File: src/rtl/frame_seq_pkg.sv
// rtl/frame_seq_pkg.sv - shared state encoding and exposure helper for the frame sequencer
package frame_seq_pkg;

  localparam logic [1:0] ST_IDLE    = 2'd0;
  localparam logic [1:0] ST_EXPOSE  = 2'd1;
  localparam logic [1:0] ST_READOUT = 2'd2;
  localparam logic [1:0] ST_GAP     = 2'd3;

  typedef enum logic [1:0] {
    S_IDLE    = ST_IDLE,
    S_EXPOSE  = ST_EXPOSE,
    S_READOUT = ST_READOUT,
    S_GAP     = ST_GAP
  } seq_state_t;

  // A zero exposure request would give an empty window; run one line-time instead.
  function automatic logic [31:0] clamp_one(input logic [31:0] v);
    return (v == 32'd0) ? 32'd1 : v;
  endfunction

endpackage

File: src/rtl/line_timer.sv
// rtl/line_timer.sv - counts N line-times of LINE_CLKS cycles and pulses done on the last cycle
module line_timer #(
  parameter int LINE_CLKS = 1000,
  parameter int EXP_W     = 13
) (
  input  logic             clk,
  input  logic             rst_n,
  input  logic             load,
  input  logic             en,
  input  logic [EXP_W-1:0] lines,
  output logic             done
);

  localparam int CW = (LINE_CLKS > 1) ? $clog2(LINE_CLKS) : 1;
  localparam logic [CW-1:0] CLK_LAST = CW'(LINE_CLKS - 1);

  logic [CW-1:0]    clk_cnt;
  logic [EXP_W-1:0] line_cnt;
  logic [EXP_W-1:0] line_last;

  // done is combinational so the owner can leave the window on the final counted cycle.
  assign done = en && (clk_cnt == CLK_LAST) && (line_cnt == line_last);

  // load captures the line count (must be >= 1) and restarts both counters.
  always_ff @(posedge clk or negedge rst_n) begin
    if (!rst_n) begin
      clk_cnt   <= '0;
      line_cnt  <= '0;
      line_last <= '0;
    end else if (load) begin
      clk_cnt   <= '0;
      line_cnt  <= '0;
      line_last <= lines - 1'b1;
    end else if (en) begin
      if (clk_cnt == CLK_LAST) begin
        clk_cnt  <= '0;
        line_cnt <= done ? '0 : line_cnt + 1'b1;
      end else begin
        clk_cnt <= clk_cnt + 1'b1;
      end
    end
  end

endmodule

File: src/rtl/frame_seq_ctrl.sv
// rtl/frame_seq_ctrl.sv - frame-request sequencer: exposure windows, readout tracking, timeout, abort
module frame_seq_ctrl
  import frame_seq_pkg::*;
#(
  parameter int CNT_W     = 8,
  parameter int EXP_W     = 13,
  parameter int LINE_CLKS = 1000,
  parameter int GAP_CLKS  = 16,
  parameter int TO_CLKS   = 2000000
) (
  input  logic             clk_rxg,
  input  logic             rst_rx_n,
  input  logic             frame_req,
  input  logic [CNT_W-1:0] frame_req_cnt,
  input  logic [EXP_W-1:0] exp_line_time_req,
  input  logic             rd_frame_done,
  input  logic             abort,
  output logic             exp_active,
  output logic             frame_start,
  output logic             frame_end,
  output logic [CNT_W-1:0] frame_idx,
  output logic             busy,
  output logic             seq_done,
  output logic             timeout_err
);

  localparam int TW = $clog2(TO_CLKS + 1);
  localparam int GW = (GAP_CLKS > 1) ? $clog2(GAP_CLKS) : 1;
  localparam logic [TW-1:0] TO_LAST  = TW'(TO_CLKS - 1);
  localparam logic [GW-1:0] GAP_LAST = GW'(GAP_CLKS - 1);

  seq_state_t       state;
  logic             frame_req_d;
  logic [CNT_W-1:0] cnt_lat;
  logic [TW-1:0]    to_cnt;
  logic [GW-1:0]    gap_cnt;
  logic             rise;
  logic [CNT_W-1:0] idx_next;
  logic [EXP_W-1:0] exp_clamped;
  logic             tmr_load;
  logic             tmr_en;
  logic             tmr_done;

  assign rise        = frame_req & ~frame_req_d;
  assign idx_next    = frame_idx + 1'b1;
  assign exp_clamped = EXP_W'(clamp_one(32'(exp_line_time_req)));
  assign tmr_en      = (state == S_EXPOSE);
  // The exposure is (re)latched into the timer exactly when a window is about to open;
  // abort also reloads it so the counters restart from zero.
  assign tmr_load    = abort
                     | ((state == S_IDLE) & rise)
                     | ((state == S_GAP) & (gap_cnt == GAP_LAST));

  line_timer #(
    .LINE_CLKS (LINE_CLKS),
    .EXP_W     (EXP_W)
  ) u_exp_timer (
    .clk   (clk_rxg),
    .rst_n (rst_rx_n),
    .load  (tmr_load),
    .en    (tmr_en),
    .lines (exp_clamped),
    .done  (tmr_done)
  );

  // Sequencer FSM with registered outputs; abort overrides every state.
  always_ff @(posedge clk_rxg or negedge rst_rx_n) begin
    if (!rst_rx_n) begin
      state       <= S_IDLE;
      frame_req_d <= 1'b0;
      cnt_lat     <= '0;
      to_cnt      <= '0;
      gap_cnt     <= '0;
      exp_active  <= 1'b0;
      frame_start <= 1'b0;
      frame_end   <= 1'b0;
      frame_idx   <= '0;
      busy        <= 1'b0;
      seq_done    <= 1'b0;
      timeout_err <= 1'b0;
    end else begin
      frame_req_d <= frame_req;
      frame_start <= 1'b0;
      frame_end   <= 1'b0;
      seq_done    <= 1'b0;
      if (abort) begin
        state      <= S_IDLE;
        exp_active <= 1'b0;
        busy       <= 1'b0;
        to_cnt     <= '0;
        gap_cnt    <= '0;
      end else begin
        case (state)
          S_IDLE: begin
            if (rise) begin
              cnt_lat     <= frame_req_cnt;
              frame_idx   <= '0;
              timeout_err <= 1'b0;
              state       <= S_EXPOSE;
              exp_active  <= 1'b1;
              frame_start <= 1'b1;
              busy        <= 1'b1;
            end
          end
          S_EXPOSE: begin
            if (tmr_done) begin
              state      <= S_READOUT;
              exp_active <= 1'b0;
              to_cnt     <= '0;
            end
          end
          S_READOUT: begin
            // A completion arriving on the expiry cycle still counts as a good frame.
            if (rd_frame_done) begin
              frame_end <= 1'b1;
              frame_idx <= idx_next;
              if (((cnt_lat != '0) && (idx_next == cnt_lat)) ||
                  ((cnt_lat == '0) && !frame_req)) begin
                seq_done <= 1'b1;
                state    <= S_IDLE;
                busy     <= 1'b0;
              end else begin
                state   <= S_GAP;
                gap_cnt <= '0;
              end
            end else if (to_cnt == TO_LAST) begin
              timeout_err <= 1'b1;
              state       <= S_IDLE;
              busy        <= 1'b0;
              to_cnt      <= '0;
            end else begin
              to_cnt <= to_cnt + 1'b1;
            end
          end
          S_GAP: begin
            if (gap_cnt == GAP_LAST) begin
              state       <= S_EXPOSE;
              exp_active  <= 1'b1;
              frame_start <= 1'b1;
              gap_cnt     <= '0;
            end else begin
              gap_cnt <= gap_cnt + 1'b1;
            end
          end
          default: state <= S_IDLE;
        endcase
      end
    end
  end

endmodule

File: config.mk
export PLATFORM = sky130hd
export DESIGN_NAME = frame_seq_ctrl
export DESIGN_NICKNAME = d
export VERILOG_FILES = /design/src/rtl/frame_seq_pkg.sv /design/src/rtl/line_timer.sv /design/src/rtl/frame_seq_ctrl.sv
export SDC_FILE = /design/constraint.sdc
export NUM_CORES = 1
export LEC_CHECK = 0
export BUFFER_PORTS_ARGS = -buffer_cell sky130_fd_sc_hd__buf_4
export CAP_MARGIN = 40
export CORE_UTILIZATION = 55
export CTS_CLUSTER_DIAMETER = 40
export DETAILED_ROUTE_END_ITERATION = 16
export PLACE_DENSITY_LB_ADDON = 0.08
export SLEW_MARGIN = 10
export SYNTH_ARGS = -nofsm -noshare
export SYNTH_HDL_FRONTEND = slang
export SYNTH_SLANG_ARGS = --single-unit
export TNS_END_PERCENT = 10
File: constraint.sdc
create_clock -name clk_rxg -period 1.96 [get_ports clk_rxg]
set_input_delay 0.196 -clock clk_rxg [delete_from_list [all_inputs] [get_ports clk_rxg]]
set_output_delay 0.196 -clock clk_rxg [all_outputs]
set_load 0.02 [all_outputs]
==> impl_results.md <==
* Placed Instances at roughly 800
* CTS Buf Count at 9
* # fillers at 589
* Peak fanout along the critical path at 4
* Slew @ Worst Pin at between 400 and 500 ps
* CTS sink cnt at 86
* CTS H-tree depth at 3
* Place WS at -225 ps
* Area of the core at 8760 um^2
* Detailed Routing Iterations Pass 1 at 4
* Ant. Diodes at 0
* Static Leak at ~3.1 nW
* Number of global-route vias before repair at roughly 4600
* Final Cycle Share at 1.07
* Via-to-Cell Ratio at slightly below 6
* Distinct cells, synth at 58
* PortBufs at 39
* Syn Area/Cell at a little over 9 um^2
* Rel. slew slack at 0.693
* Hold Slack at 63.1 ps
* I/O pins at 40
* Finish-stage setup viols at 36
* Largest net degree at the start of global routing at 35
* Via count at ~4700
* Placed Instance Area at about 6200 um^2
* Ys flop type: dfrtp_1
* Nets@finish at ~730
* Non-filler instance count after layout at around 810
* FF+latch count, synth at between 80 and 90
* DR DRC count at 0
* WP data required at 2200 ps
* Setup Crit Path Kind: register to register
* Number of flops mapped to enable cells by yosys at 0
* Mapped Area at about 5000 um^2
* Design Area, Final at 6800 um^2
* Crit-path cells: ha_4, xor2_1, nor2_1, nand4_1, nor4_4, nor4_1, or3b_1
* Status: finished with violations
* CTS Root Cell: clkbuf_8
* Async SR Flop Fraction at 1.00
* Critical Path AT at around 2300 ps
* Hpwl dp at between 8 and 9 mm
* Initial antenna violation count at 0
* Total power at between 4 and 5 mW
* Max cap viols at 0
* Iter 0 DRT Violations at ~180
* Hold Crit Class: input port to register
* Antenna-violating nets left at 0
* Max frequency at between 400 and 500 MHz
* Layout cells sized above 1 at 0.345
* Crit-path slowest cell: dfrtp_2
* Routed wire length at 12.9 mm
* Clk slew on worst S/H paths at approximately 90 ps
* Peak VDD IR at ~0.40 mV
* Final Core Density at 0.775
* Clock skew at about 15 ps
* Sum Neg Setup Slack at -1970 ps
* Gr usage total at 0.280
* Clk_lat worst skew at around 360 ps
* Max stage delay on crit path at 440 ps
* Final hold vios at 0
* Failing checks: negative setup slack
* Crit end category: register
* Post-route setup slack at -134 ps
* Synth Net Count at ~580
* PD cells at 617 nW/um^2
* Num rows at 34
* Total grt overflow at 0
* Die ar. at roughly 9500 um^2
* Min Tclk post-route at roughly 2100 ps
* Startpoint types: register
* Synth warnings at 0
* Cell count after synthesis at between 500 and 600
* Unrepaired setup endpoints after global routing: yes
* First-pass GRT wire length at approximately 21 mm
* RePlAce Congestion at approximately 0.86
* Effective utilization at floorplan at 0.570
* Die W at slightly below 100 um
* CTS tree: built
* Area grow syn2layout at 36.0%
* Seq/Total Area, Yosys at 0.431
* CTS Buffer Depth at 2
* Fin. max-slew vios at 0
* Die height at ~97 um
* WL per Instance at between 15 and 20 um
## cell type report
class	instances	area (um^2)	share of cell area
multi-input cells	424	2960	0.435
flip-flops and latches	86	2160	0.317
repair buffers	161	1290	0.189
clock buffers	10	138	0.0203
well taps	108	135	0.0199
clock inverters	4	72.6	0.0107
inverters	13	48.8	0.00718
## sequential cells by signal, indices dropped and copies added (netlist names)
register               flops
u_exp_timer.clk_cnt       10
exp_active                 1
cnt_lat                    8
frame_end                  1
gap_cnt                    4
state                      2
timeout_err                1
frame_start                1
seq_done                   1
u_exp_timer.line_cnt      13
frame_idx                  8
to_cnt                    21
u_exp_timer.line_last     13
frame_req_d                1
busy                       1
## worst max-delay path, delay by kind of cell (launching register included)
kind | cells | cell delay [ps]
xor+xnor | 1 | 140
fa+ha+maj | 1 | 250
flops | 1 | 440
simple gates | 5 | 1150
## worst paths after layout
kind                                          startpoint  slack [ps]  cells past startpoint                        to
worst min-delay path                    frame_req_cnt[7]          60                      2                cnt_lat[7]
worst max register to register              frame_idx[1]        -130                      7                  state[1]
worst max-delay path                        frame_idx[1]        -130                      7                  state[1]
max in group asynchronous                       rst_rx_n         970                      3    u_exp_timer.clk_cnt[3]
min in group asynchronous                       rst_rx_n         310                      2                cnt_lat[7]
worst min register to register  u_exp_timer.line_last[7]         510                      2  u_exp_timer.line_last[7]
## cell usage after synthesis (all sizes together) (4+ instances only)
master | count | share of area
nand3 | 25 | 0.025
buf | 6 | 0.0093
nor2 | 52 | 0.039
a22o | 4 | 0.0070
xnor2 | 30 | 0.054
xor2 | 19 | 0.033
a21o | 4 | 0.0060
ha | 10 | 0.025
nand2 | 49 | 0.038
dfrtp | 86 | 0.43
a21oi | 25 | 0.025
nor4 | 7 | 0.013
a31oi | 9 | 0.011
o31ai | 15 | 0.023
and4 | 10 | 0.018
nor3 | 14 | 0.014
nand4 | 12 | 0.015
or3 | 5 | 0.0063
inv | 13 | 0.0098
nand2b | 5 | 0.0063
and3 | 19 | 0.024
mux2 | 9 | 0.020
o21ai | 47 | 0.047
nor2b | 5 | 0.0063
clkbuf | 17 | 0.013
o41ai | 6 | 0.011
## power by group
group | leakage (nW) | switching [mW] | internal (mW)
clock | 0.104 | 0.635 | 0.737
sequential | 1.15 | 0.0745 | 1.88
combinational | 1.87 | 0.430 | 0.436
## layout by cell type, fill, tap and decap left out, types with 18 or more instances in the layout
master / n
nand3_1: 25
xor2_1: 18
a21oi_1: 24
dfrtp_1: 82
nor2_1: 52
buf_4: 151
and3_1: 18
nand2_1: 46
xnor2_1: 28
o21ai_0: 27
## layer usage
layer  share of wire  vias to the layer above  track usage
met5               0                        -            0
met4           0.017                        0       0.0928
met3           0.028                       18       0.0353
met2            0.51                      102        0.495
met1            0.44                     2344        0.355
li1                -                     2284            -
## cell families after synthesis
| kind of cell | after synthesis | synth area share |
|---|---|---|
| XOR/XNOR | 49 | 0.0874 |
| flip-flops | 86 | 0.431 |
| adder cells (fa/ha/maj) | 10 | 0.0250 |
| AND/OR/NAND/NOR | 226 | 0.240 |
| buffers and inverters | 36 | 0.0318 |
| AO/OA/AOI/OAI | 127 | 0.158 |
| multiplexers | 12 | 0.0263 |
## what timing repair did
| action | 4_1_cts | 5_1_grt |
|---|---|---|
| pin swaps | 20 | 16 |
| gates resized for setup | 34 | 34 |
| endpoints found under the setup margin | 41 | 50 |
| hold endpoints to repair | 31 | 0 |
| hold buffers | 2 | 0 |
| setup buffers | 4 | 5 |
Note: power is estimated with default switching activity, not from simulation.
